<file path="src/rtl/router_pkg.sv">
// Shared constants and helpers for the router output-channel FIFOs.
package router_pkg;

    localparam int DEF_DATA_W  = 8;
    localparam int DEF_DEPTH   = 16;
    localparam int DEF_LEN_LSB = 2;

    function automatic int clog2(input int value);
        int r;
        r = 0;
        for (int i = 0; i < 31; i++) begin
            if ((1 << i) < value) begin
                r = i + 1;
            end
        end
        return r;
    endfunction

    // Index bits plus one wrap bit for the default depth.
    localparam int PTR_W = clog2(DEF_DEPTH) + 1;

endpackage

</file>
<file path="src/rtl/router_fifo_ptr.sv">
// Wrapping FIFO pointer: advances on an accepted access, cleared by reset or flush.
module router_fifo_ptr
    import router_pkg::*;
#(
    parameter int PTR_W_P = PTR_W
) (
    input  logic               clock,
    input  logic               resetn,
    input  logic               soft_reset,
    input  logic               inc,
    output logic [PTR_W_P-1:0] ptr
);

    logic [PTR_W_P-1:0] ptr_reg;
    logic [PTR_W_P-1:0] ptr_next;

    always_comb begin
        ptr_next = ptr_reg;
        if (inc) begin
            ptr_next = ptr_reg + 1'b1;
        end
    end

    always_ff @(posedge clock) begin
        if (!resetn || soft_reset) begin
            ptr_reg <= '0;
        end else begin
            ptr_reg <= ptr_next;
        end
    end

    assign ptr = ptr_reg;

endmodule

</file>
<file path="src/rtl/router_pkt_fifo.sv">
// Packet-aware output-channel FIFO: header tagging, packet progress, occupancy and sticky errors.
module router_pkt_fifo
    import router_pkg::*;
#(
    parameter int DATA_W    = DEF_DATA_W,
    parameter int DEPTH     = DEF_DEPTH,
    parameter int LEN_LSB   = DEF_LEN_LSB,
    parameter int AFULL_LVL = DEPTH - 2
) (
    input  logic                    clock,
    input  logic                    resetn,
    input  logic                    soft_reset,
    input  logic                    write_enb,
    input  logic                    read_enb,
    input  logic                    lfd_state,
    input  logic [DATA_W-1:0]       data_in,
    output logic [DATA_W-1:0]       data_out,
    output logic                    out_valid,
    output logic                    full,
    output logic                    empty,
    output logic                    almost_full,
    output logic [clog2(DEPTH):0]   fill_level,
    output logic [DATA_W-LEN_LSB:0] pkt_remaining,
    output logic                    pkt_done,
    output logic                    overflow,
    output logic                    underflow
);

    localparam int AW  = clog2(DEPTH);
    localparam int FPW = AW + 1;
    localparam int RW  = DATA_W - LEN_LSB + 1;

    logic [FPW-1:0]    wr_ptr;
    logic [FPW-1:0]    rd_ptr;
    logic [FPW-1:0]    used;
    logic [AW-1:0]     wr_idx;
    logic [AW-1:0]     rd_idx;
    logic              wr_acc;
    logic              rd_acc;

    logic [DATA_W-1:0] mem [DEPTH];
    logic [DEPTH-1:0]  tag_reg;
    logic [DATA_W-1:0] rd_word;
    logic              rd_tag;
    logic [RW-1:0]     hdr_len;

    logic              lfd_q_reg;
    logic [DATA_W-1:0] data_out_reg;
    logic              out_valid_reg;
    logic [FPW-1:0]    fill_reg;
    logic [FPW-1:0]    fill_next;
    logic [RW-1:0]     rem_reg;
    logic              done_reg;
    logic              overflow_reg;
    logic              underflow_reg;

    assign wr_idx = wr_ptr[AW-1:0];
    assign rd_idx = rd_ptr[AW-1:0];

    assign full        = (wr_ptr[AW] != rd_ptr[AW]) && (wr_idx == rd_idx);
    assign empty       = (wr_ptr == rd_ptr);
    assign used        = wr_ptr - rd_ptr;
    assign almost_full = (int'(used) >= AFULL_LVL);

    // A flush cycle swallows any access presented alongside it.
    assign wr_acc = resetn && !soft_reset && write_enb && !full;
    assign rd_acc = resetn && !soft_reset && read_enb && !empty;

    router_fifo_ptr #(.PTR_W_P(FPW)) u_wr_ptr (
        .clock      (clock),
        .resetn     (resetn),
        .soft_reset (soft_reset),
        .inc        (wr_acc),
        .ptr        (wr_ptr)
    );

    router_fifo_ptr #(.PTR_W_P(FPW)) u_rd_ptr (
        .clock      (clock),
        .resetn     (resetn),
        .soft_reset (soft_reset),
        .inc        (rd_acc),
        .ptr        (rd_ptr)
    );

    always_ff @(posedge clock) begin
        if (wr_acc) begin
            mem[wr_idx] <= data_in;
        end
    end

    // Tags live beside the data array so a flush can clear them in one cycle.
    always_ff @(posedge clock) begin
        if (!resetn || soft_reset) begin
            tag_reg <= '0;
        end else begin
            for (int i = 0; i < DEPTH; i++) begin
                if (wr_acc && (wr_idx == AW'(i))) begin
                    tag_reg[i] <= lfd_q_reg;
                end
            end
        end
    end

    assign rd_word = mem[rd_idx];
    assign rd_tag  = tag_reg[rd_idx];
    // Header length counts payload words plus the trailing parity word.
    assign hdr_len = RW'(rd_word[DATA_W-1:LEN_LSB]) + RW'(1);

    always_comb begin
        fill_next = fill_reg;
        case ({wr_acc, rd_acc})
            2'b10:   fill_next = fill_reg + 1'b1;
            2'b01:   fill_next = fill_reg - 1'b1;
            default: fill_next = fill_reg;
        endcase
    end

    always_ff @(posedge clock) begin
        if (!resetn) begin
            lfd_q_reg     <= 1'b0;
            data_out_reg  <= '0;
            out_valid_reg <= 1'b0;
            fill_reg      <= '0;
            rem_reg       <= '0;
            done_reg      <= 1'b0;
            overflow_reg  <= 1'b0;
            underflow_reg <= 1'b0;
        end else if (soft_reset) begin
            lfd_q_reg     <= 1'b0;
            data_out_reg  <= '0;
            out_valid_reg <= 1'b0;
            fill_reg      <= '0;
            rem_reg       <= '0;
            done_reg      <= 1'b0;
        end else begin
            lfd_q_reg     <= lfd_state;
            out_valid_reg <= rd_acc;
            fill_reg      <= fill_next;
            done_reg      <= 1'b0;
            if (write_enb && full) begin
                overflow_reg <= 1'b1;
            end
            if (read_enb && empty) begin
                underflow_reg <= 1'b1;
            end
            if (rd_acc) begin
                data_out_reg <= rd_word;
                if (rd_tag) begin
                    rem_reg <= hdr_len;
                end else if (rem_reg != '0) begin
                    rem_reg <= rem_reg - 1'b1;
                    if (rem_reg == RW'(1)) begin
                        done_reg <= 1'b1;
                    end
                end
            end
        end
    end

    assign data_out      = data_out_reg;
    assign out_valid     = out_valid_reg;
    assign fill_level    = fill_reg;
    assign pkt_remaining = rem_reg;
    assign pkt_done      = done_reg;
    assign overflow      = overflow_reg;
    assign underflow     = underflow_reg;

endmodule

</file>
<file path="config.mk">
export PLATFORM = sky130hd
export DESIGN_NAME = router_pkt_fifo
export DESIGN_NICKNAME = d
export VERILOG_FILES = /design/src/rtl/router_pkg.sv /design/src/rtl/router_fifo_ptr.sv /design/src/rtl/router_pkt_fifo.sv
export SDC_FILE = /design/constraint.sdc
export NUM_CORES = 1
export LEC_CHECK = 0
export CORE_MARGIN = 1.5
export CORE_UTILIZATION = 47
export CTS_CLUSTER_DIAMETER = 30
export DETAILED_ROUTE_END_ITERATION = 8
export GPL_ROUTABILITY_DRIVEN = 0
export PLACE_DENSITY = 0.7
export SLEW_MARGIN = 20
export SYNTH_ARGS = -nofsm -noshare
export SYNTH_HDL_FRONTEND = slang
export SYNTH_SLANG_ARGS = --single-unit
</file>
<file path="constraint.sdc">
create_clock -name clock -period 4.9 [get_ports clock]
set_clock_uncertainty 0.05 [all_clocks]
set_input_delay 1.47 -clock clock [delete_from_list [all_inputs] [get_ports clock]]
set_output_delay 1.47 -clock clock [all_outputs]
set_load 0.02 [all_outputs]
</file>
==> flow_summary.yaml, run 1 <==
run_status:
  status: "complete, no violations"
cells_and_area:
  largest_register_ff_count: 128
  layout-drive-gt1-share: 0.154
  n_antenna_cell: 0
  nets: 595
  layout-area-overhead-vs-synth_pct: 17.2
sta:
  setup_viol: 0
  timing.final.crit_share: 0.903
  number_of_failing_hold_endpoints_at_the_final_stage: 0
  worst_slew_margin: 0.245
  finalMaxSlewViolations: 0
  max_freq_mhz: 226
  max_slew.worst_pin.slew_ps: 1130
  rsz0062_at_grt: "no"
  post-route-min-period_ps: 4420
  setup_ws_ps: 477
  holdWs_ps: 420
  totalNegativeSetupSlack_ps: 0
drt:
  ant_nets: 0
  met3RoutedLength_um: 886
  wl_met1_um: 6860
  route.detailed.wl_per_inst_um: 20.2
  maxUsedRoutingLayer: "met4"
  route.detailed.drc: 0
  post_drt_via_cell_ratio: 5.67
  drt_iter0_markers: 491
  detailroute.via_count: 4505
  met2_length_um: 8070
  detail_route.wirelength_um: 16100
  detailedRoute.firstPassIterationCount: 7
die:
  core_region_area_mm2: 0.0159
  rows: 46
  fp.dieH_um: 130
  die_w_um: 130
  die_area_mm2: 0.0170
  num_io_pins: 41
  effective_utilization_at_floorplan: 0.481
clock_network:
  cts.htree.levels: 4
  cts-resized-gates: 0
  cts.repair_timing.setup_buffer_count: 0
  cts-root-to-sink-buffers: 2
  cts_made_buffers: 17
  tritoncts: "built"
  clk-insertion-delay-late_ps: 430
  tritoncts_num_sinks: 183
  ctsRootBufferMaster: "sky130_fd_sc_hd__clkbuf_16"
  cts_hold_buf: 0
  cts.clk_slew.worst_paths_ps: 70
synth:
  synth_largest_type_area_fraction: 0.503
  synth_top_cells_by_area: "sky130_fd_sc_hd__edfxtp_1, sky130_fd_sc_hd__dfxtp_1, sky130_fd_sc_hd__mux4_2, sky130_fd_sc_hd__mux4_1, sky130_fd_sc_hd__ha_1"
  synth_async_sr_flop_share: 0
  syn_area_per_cell_um2: 15.0
  synth.ff_latch_count: 183
  yosysSeqAreaShare: 0.647
  yosysUniqueCellTypes: 54
  synth-edff-count: 128
  syn-instance-count: 509
  synth_warnings: 0
  synth_top_flop_cell: "sky130_fd_sc_hd__edfxtp_1"
  synth_fp_nets: 539
  yosys.area.top_type: "sky130_fd_sc_hd__edfxtp_1"
  synth_area_mm2: 0.00764
placement:
  worst_case_setup_slack_after_placement_ps: 436
  placement.io_buffers: 40
  detailed_place_hpwl_um: 10700
global_route:
  sum_of_overflow_across_all_layers_after_global_routing: 0
  grt_start_max_net_pins: 28
  groute.usage.overall: 0.202
  antenna_violations_before_repair: 0
  first_global_vias: 4533
  grt_first_pass_wirelength_um: 24900
critical_path:
  worstSetupEndpointType: "primary output"
  timing.rr.start: "u_rd_ptr.ptr[2]"
  worst-r2r-setup-slack_ps: 1330
  reg2reg_depth: 15
  worstPathRequired_ps: 3380
  timing.critical_path.from: "u_rd_ptr.ptr[0]"
  critical_path.startpoint_type: "register"
  critical_path.reg2reg.endpoint: "fill_level[4]"
  path_max_fanout: 8
  cp.arrival_ps: 2900
  crit_path_class: "reg -> out"
min_path:
  hold_startpoint: "data_out[2]"
  hold_depth: 2
  hold_path_class: "reg -> reg"
  endpoint_of_the_worst_hold_timing_path: "data_out[2]"
pwr:
  power.density_mw_per_mm2: 348
  ir_worst_vdd_mv: 0.272
  total_leakage_power_uw: 0.00297
run:
  timing.max_cap.violations: 0
==> cells by family after synthesis <==
| kind of cell | after synthesis | share of synthesized area |
|---|---|---|
| flops | 183 | 0.647 |
| compound gates | 64 | 0.0580 |
| simple gates | 130 | 0.0780 |
| buf+inv | 40 | 0.0254 |
| mux | 54 | 0.139 |
| fa+ha+maj | 16 | 0.0272 |
| xor+xnor | 22 | 0.0252 |
==> stage by stage <==
step                cell area (um^2)  power (uW)  cells  utilization
detailed placement              8340        1760    762        0.525
global route                    8950        3210    794        0.563
CTS                             8950        3140    794        0.563
finish                          8950        3120    794        0.563
floorplan                       7640        1720    509            -
global placement                8340        1760    762        0.525
==> metal layers <==
layer / track usage / up-vias
li1: - / 2063
met1: 0.271 / 2280
met2: 0.329 / 139
met3: 0.0472 / 23
met4: 0.0653 / 0
met5: 0 / -
==> worst max path at each step <==
stage	to	slack (ps)	cells after the start
2_1_floorplan	fill_level[4]	820	15
3_3_place_gp	fill_level[4]	580	14
3_5_place_dp	fill_level[4]	440	14
4_1_cts	almost_full	440	8
5_1_grt	almost_full	270	8
6_report	almost_full	480	8
==> cell type report <==
cell class                      count  area [um^2]
Fill cell                        1293         6930
Sequential cell                   183         4950
Multi-Input combinational cell    286         2500
Timing Repair Buffer               63          573
Clock buffer                       17          425
Tap cell                          216          270
Clock inverter                     15          180
Inverter                           14         52.6
==> power by group <==
part	internal [uW]	switching [uW]
clock	774	622
sequential	1650	3.84
combinational	24.1	40.5
total	2450	666
==> worst max-delay path: stages (launching register included) <==
cell	delay (ps)
sky130_fd_sc_hd__dfxtp_1	610
sky130_fd_sc_hd__ha_1	220
sky130_fd_sc_hd__inv_1	60
sky130_fd_sc_hd__fa_1	400
sky130_fd_sc_hd__a21o_1	170
sky130_fd_sc_hd__a21oi_1	160
sky130_fd_sc_hd__xnor2_1	130
sky130_fd_sc_hd__a21o_1	110
sky130_fd_sc_hd__clkdlybuf4s50_1	600
==> cell usage in the layout (no fill, tap or decap), types with 6 or more instances in the layout <==
cell type / instances
sky130_fd_sc_hd__dfxtp_1: 54
sky130_fd_sc_hd__ha_1: 15
sky130_fd_sc_hd__mux4_1: 9
sky130_fd_sc_hd__edfxtp_1: 128
sky130_fd_sc_hd__clkbuf_16: 17
sky130_fd_sc_hd__inv_1: 13
sky130_fd_sc_hd__xnor2_1: 10
sky130_fd_sc_hd__xor2_1: 12
sky130_fd_sc_hd__nor2_1: 47
sky130_fd_sc_hd__a21oi_1: 12
sky130_fd_sc_hd__nand2_1: 38
sky130_fd_sc_hd__buf_4: 23
sky130_fd_sc_hd__o21ai_0: 15
sky130_fd_sc_hd__nand3_1: 13
sky130_fd_sc_hd__nor3_1: 6
sky130_fd_sc_hd__mux2i_1: 15
sky130_fd_sc_hd__mux4_2: 30
sky130_fd_sc_hd__clkdlybuf4s50_1: 40
sky130_fd_sc_hd__a22oi_1: 9
==> cells in the mapped netlist (2+ instances only) <==
master,n
sky130_fd_sc_hd__nor3_1,6
sky130_fd_sc_hd__clkbuf_1,15
sky130_fd_sc_hd__dfxtp_1,55
sky130_fd_sc_hd__or3_1,2
sky130_fd_sc_hd__mux2i_1,15
sky130_fd_sc_hd__nand3_1,13
sky130_fd_sc_hd__a31oi_1,5
sky130_fd_sc_hd__o21ai_0,15
sky130_fd_sc_hd__a22o_1,2
sky130_fd_sc_hd__nand4_1,5
sky130_fd_sc_hd__buf_4,2
sky130_fd_sc_hd__a22oi_1,9
sky130_fd_sc_hd__buf_6,2
sky130_fd_sc_hd__and2_1,2
sky130_fd_sc_hd__a32o_1,2
sky130_fd_sc_hd__nand2b_1,4
sky130_fd_sc_hd__buf_1,2
sky130_fd_sc_hd__inv_1,13
sky130_fd_sc_hd__mux4_2,30
sky130_fd_sc_hd__xor2_1,12
sky130_fd_sc_hd__xnor2_1,10
sky130_fd_sc_hd__edfxtp_1,128
sky130_fd_sc_hd__nand4b_1,3
sky130_fd_sc_hd__o31ai_1,4
sky130_fd_sc_hd__ha_1,15
sky130_fd_sc_hd__buf_2,4
sky130_fd_sc_hd__mux4_1,9
sky130_fd_sc_hd__a221oi_1,2
sky130_fd_sc_hd__a21o_1,2
sky130_fd_sc_hd__a21oi_1,12
sky130_fd_sc_hd__nor2_1,47
sky130_fd_sc_hd__nand2_1,38
sky130_fd_sc_hd__nor2b_1,3
Note: power is estimated with default switching activity, not from simulation.
==> run 2: changes to the inputs <==
--- a/config.mk
+++ b/config.mk
@@ -11,6 +11,7 @@
 export DETAILED_ROUTE_END_ITERATION = 8
 export GPL_ROUTABILITY_DRIVEN = 0
 export PLACE_DENSITY = 0.7
+export REMOVE_ABC_BUFFERS = 1
 export SLEW_MARGIN = 20
 export SYNTH_ARGS = -nofsm -noshare
 export SYNTH_HDL_FRONTEND = slang
==> flow_summary.yaml, run 2 (same netlist as run 1, synthesis figures left out) <==
sta:
  finalMaxSlewViolations: 0
  post-route-min-period_ps: 4400
  max_freq_mhz: 227
  max_slew.worst_pin.slew_ps: 688
  rsz0062_at_grt: "no"
  worst_slew_margin: 0.540
  setup_ws_ps: 497
  timing.final.crit_share: 0.899
  setup_viol: 0
  number_of_failing_hold_endpoints_at_the_final_stage: 0
  totalNegativeSetupSlack_ps: 0
die:
  rows: 46
  die_area_mm2: 0.0170
  fp.dieH_um: 130
  core_region_area_mm2: 0.0159
  die_w_um: 130
  effective_utilization_at_floorplan: 0.481
  num_io_pins: 41
global_route:
  groute.usage.overall: 0.203
  sum_of_overflow_across_all_layers_after_global_routing: 0
  first_global_vias: 4529
  grtUsageMet3: 0.0391
  grt_first_pass_wirelength_um: 25000
  grt_start_max_net_pins: 28
  global_route.usage.met1: 0.259
  globalRouteMet2Util: 0.349
  gr-max-usage-layer: "met2"
  antenna_violations_before_repair: 0
clock_network:
  tritoncts: "built"
  cts_made_buffers: 17
  cts.repair_timing.setup_buffer_count: 0
  tritoncts_num_sinks: 183
  ctsRootBufferMaster: "sky130_fd_sc_hd__clkbuf_16"
  cts-resized-gates: 0
  clk-insertion-delay-late_ps: 430
  cts-root-to-sink-buffers: 2
  cts_hold_buf: 0
  cts.clk_slew.worst_paths_ps: 70
  cts.htree.levels: 4
pwr:
  design_power_total_uw: 3010
  ir_worst_vdd_mv: 0.281
  total_leakage_power_uw: 0.00297
  power.density_mw_per_mm2: 337
cells_and_area:
  layout.cell_area.non_filler_mm2: 0.00891
  area_of_all_sequential_standard_cells_mm2: 0.00495
  layout-area-overhead-vs-synth_pct: 16.6
  layout-drive-gt1-share: 0.152
  n_antenna_cell: 0
  mostFrequentLayoutCell: "sky130_fd_sc_hd__edfxtp_1"
  multi_input_gate_area_in_the_final_layout_mm2: 0.00250
  largest_register_ff_count: 128
  layout_common_cells: "sky130_fd_sc_hd__edfxtp_1, sky130_fd_sc_hd__dfxtp_1, sky130_fd_sc_hd__nor2_1, sky130_fd_sc_hd__clkdlybuf4s50_1, sky130_fd_sc_hd__nand2_1"
  nets: 596
  fill_cells: 1272
critical_path:
  cp.arrival_ps: 2880
  crit_path_class: "reg -> out"
  worstPathRequired_ps: 3380
  worstSetupEndpointType: "primary output"
  timing.critical_path.from: "u_rd_ptr.ptr[0]"
  timing.rr.start: "u_rd_ptr.ptr[2]"
  path_max_fanout: 8
  critical_path.startpoint_type: "register"
drt:
  route.detailed.drc: 0
  route.detailed.wl_per_inst_um: 20.3
  detailedRoute.firstPassIterationCount: 5
  post_drt_via_cell_ratio: 5.71
  ant_nets: 0
  detail_route.wirelength_um: 16100
  drt_iter0_markers: 480
  detailroute.via_count: 4541
placement:
  detailed_place_hpwl_um: 10700
  worst_case_setup_slack_after_placement_ps: 503
  placement.io_buffers: 40
  placement.cell_area_mm2: 0.00835
run:
  timing.max_cap.violations: 0
run_status:
  status: "complete, no violations"
min_path:
  hold_path_class: "reg -> reg"
  hold_startpoint: "data_out[2]"
run 2: cell types whose count changed in the layout (fill, tap and decap cells not counted):
cell,change
sky130_fd_sc_hd__clkinv_2,+6
sky130_fd_sc_hd__clkbuf_8,+4
sky130_fd_sc_hd__inv_8,-4
sky130_fd_sc_hd__bufinv_16,-2
sky130_fd_sc_hd__buf_4,+1
sky130_fd_sc_hd__clkinvlp_4,-1
sky130_fd_sc_hd__clkinv_4,-1
sky130_fd_sc_hd__clkbuf_1,+2
sky130_fd_sc_hd__clkbuf_16,+1
sky130_fd_sc_hd__inv_6,-5
run 2: stage by stage:
stage / hold slack [ps] / utilization / cells
3_3_place_gp: 393 / 0.526 / 763
3_5_place_dp: 394 / 0.526 / 763
4_1_cts: 413 / 0.561 / 795
6_report: 412 / 0.561 / 795
2_1_floorplan: 383 / - / 483
5_1_grt: 434 / 0.561 / 795
run 2: routing by layer:
metal | wire (um) | vias to the layer above
met5 | 0 | -
met4 | 267 | 0
met1 | 6690 | 2305
li1 | - | 2069
met3 | 778 | 20
met2 | 8410 | 147
run 2: power breakdown:
group / switching, uW / total [uW] / internal [uW] / leakage, uW
registers: 3.72 / 1660 / 1660 / 0.00160
clock network: 554 / 1280 / 728 / 0.000277
logic: 40.7 / 64.8 / 24.1 / 0.00109
run 2: area by class of cell:
type	instances	area share
Clock buffer	24	0.0576
Clock inverter	8	0.00505
Inverter	14	0.00590
Multi-Input combinational cell	286	0.281
Sequential cell	183	0.555
Tap cell	216	0.0303
Timing Repair Buffer	64	0.0652
run 2: path summary, 6_finish.rpt:
kind              slack [ps]  cells after the start             to
setup / recovery         500                      8    almost_full
hold / removal           410                      2    data_out[2]
setup reg to reg        1580                     14  fill_level[4]
hold reg to reg          410                      2    data_out[2]
run 2: critical path, cell delays in order, from the launching register on:
cell and delay [ps]:
sky130_fd_sc_hd__dfxtp_1 590, sky130_fd_sc_hd__ha_1 220, sky130_fd_sc_hd__inv_1 60, sky130_fd_sc_hd__fa_1 410
sky130_fd_sc_hd__a21o_1 170, sky130_fd_sc_hd__a21oi_1 170, sky130_fd_sc_hd__xnor2_1 130, sky130_fd_sc_hd__a21o_1 100
sky130_fd_sc_hd__clkdlybuf4s50_1 610
==> run 3: changes to the inputs <==
--- a/config.mk
+++ b/config.mk
@@ -11,7 +11,9 @@
 export DETAILED_ROUTE_END_ITERATION = 8
 export GPL_ROUTABILITY_DRIVEN = 0
 export PLACE_DENSITY = 0.7
+export RECOVER_POWER = 50
 export REMOVE_ABC_BUFFERS = 1
+export SKIP_CTS_REPAIR_TIMING = 1
 export SLEW_MARGIN = 20
 export SYNTH_ARGS = -nofsm -noshare
 export SYNTH_HDL_FRONTEND = slang
==> flow_summary.yaml, run 3 (same netlist as run 1, synthesis figures left out) <==
run_status:
  status: "complete, no violations"
clock_network:
  ctsRootBufferMaster: "sky130_fd_sc_hd__clkbuf_16"
  cts.htree.levels: 4
  clk-insertion-delay-late_ps: 430
  tritoncts_num_sinks: 183
  cts.clk_slew.worst_paths_ps: 70
  cts-root-to-sink-buffers: 2
  tritoncts: "built"
  cts_made_buffers: 17
cells_and_area:
  fill_cells: 1273
  layout-area-overhead-vs-synth_pct: 16.4
  n_antenna_cell: 0
  layout-drive-gt1-share: 0.143
  nets: 596
  finalCoreUtilization: 0.560
  final-instance-count-excl-fill: 795
  layout_common_cells: "sky130_fd_sc_hd__edfxtp_1, sky130_fd_sc_hd__dfxtp_1, sky130_fd_sc_hd__nor2_1, sky130_fd_sc_hd__nand2_1, sky130_fd_sc_hd__mux4_2"
  mostFrequentLayoutCell: "sky130_fd_sc_hd__edfxtp_1"
  largest_register_ff_count: 128
drt:
  ant_nets: 0
  detailroute.via_count: 4509
  detailedRoute.firstPassIterationCount: 5
  post_drt_via_cell_ratio: 5.67
  maxUsedRoutingLayer: "met4"
  met3RoutedLength_um: 791
  drt_iter0_markers: 451
  detail_route.wirelength_um: 16100
  route.detailed.drc: 0
  wl_met1_um: 6640
  met2_length_um: 8410
  route.detailed.wl_per_inst_um: 20.3
sta:
  timing.final.crit_share: 0.899
  max_slew.worst_pin.slew_ps: 1070
  setup_viol: 0
  number_of_failing_hold_endpoints_at_the_final_stage: 0
  max_freq_mhz: 227
  post-route-min-period_ps: 4400
  worst_slew_margin: 0.285
  totalNegativeSetupSlack_ps: 0
  finalMaxSlewViolations: 0
  rsz0062_at_grt: "no"
pwr:
  pwr-share-clk: 0.427
  combPwrFrac: 0.021
  total_leakage_power_uw: 0.00302
  design_power_total_uw: 3000
  seqPwrFrac: 0.553
  power_switching_share: 0.199
  power.density_mw_per_mm2: 338
  p_int_uw: 2400
  ir_worst_vdd_mv: 0.282
  net-switching-power_uw: 598
die:
  num_io_pins: 41
  rows: 46
  fp.dieH_um: 130
  core_region_area_mm2: 0.0159
  effective_utilization_at_floorplan: 0.481
  die_w_um: 130
  die_area_mm2: 0.0170
critical_path:
  worstPathRequired_ps: 3380
  crit_path_class: "reg -> out"
  critical_path.startpoint_type: "register"
  cp.arrival_ps: 2880
  path_max_fanout: 8
  worstSetupEndpointType: "primary output"
global_route:
  first_global_vias: 4529
  grt_start_max_net_pins: 28
  antenna_violations_before_repair: 0
  sum_of_overflow_across_all_layers_after_global_routing: 0
  grt_first_pass_wirelength_um: 25000
  groute.usage.overall: 0.203
run:
  timing.max_cap.violations: 0
placement:
  placed_cells_incl_taps: 763
  detailed_place_hpwl_um: 10700
  placement.io_buffers: 40
min_path:
  hold_path_class: "reg -> reg"
-- run 3: cell type report --
| class | count | area [um^2] | area share |
|---|---|---|---|
| Clock inverter | 8 | 45.0 | 0.00507 |
| Inverter | 14 | 52.6 | 0.00591 |
| Multi-Input combinational cell | 286 | 2500 | 0.281 |
| Sequential cell | 183 | 4950 | 0.556 |
| Clock buffer | 24 | 513 | 0.0577 |
| Tap cell | 216 | 270 | 0.0304 |
| Timing Repair Buffer | 64 | 566 | 0.0636 |
-- run 3: power by group through the flow --
stage	combinational (uW)	sequential, uW	clock, uW
3_5_place_dp	64.5	1690	0
6_report	61.9	1660	1280
3_3_place_gp	62.2	1690	0
2_1_floorplan	22.8	1690	0
5_1_grt	68.0	1660	1350
4_1_cts	65.0	1660	1300
-- run 3: stage by stage --
stage | instance area, um^2 | setup slack [ps] | hold slack, ps
after detailed placement | 8350 | 503 | 394
after floorplan | 7500 | 419 | 383
after global routing | 8890 | 327 | 431
final | 8890 | 495 | 405
after CTS | 8910 | 477 | 413
after global placement | 8350 | 694 | 393
-- run 3: final timing paths --
| kind | startpoint | slack (ps) | depth (start not counted) | endpoint |
|---|---|---|---|---|
| hold / removal | data_out[2] | 410 | 2 | data_out[2] |
| setup reg to reg | u_rd_ptr.ptr[2] | 1500 | 14 | fill_level[4] |
| hold reg to reg | data_out[2] | 410 | 2 | data_out[2] |
| setup / recovery | u_rd_ptr.ptr[0] | 500 | 8 | almost_full |
-- run 3: metal layers --
layer | global-route usage | vias up
li1 | - | 2066
met4 | 0.0692 | 0
met5 | 0 | -
met2 | 0.349 | 147
met3 | 0.0391 | 19
met1 | 0.259 | 2277
-- run 3: critical path: stages, from the launching register on --
cell and delay, ps:
sky130_fd_sc_hd__dfxtp_1 590, sky130_fd_sc_hd__ha_1 220, sky130_fd_sc_hd__inv_1 60, sky130_fd_sc_hd__fa_1 410
sky130_fd_sc_hd__a21o_1 170, sky130_fd_sc_hd__a21oi_1 170, sky130_fd_sc_hd__xnor2_1 130, sky130_fd_sc_hd__a21o_1 100
sky130_fd_sc_hd__clkdlybuf4s50_1 610
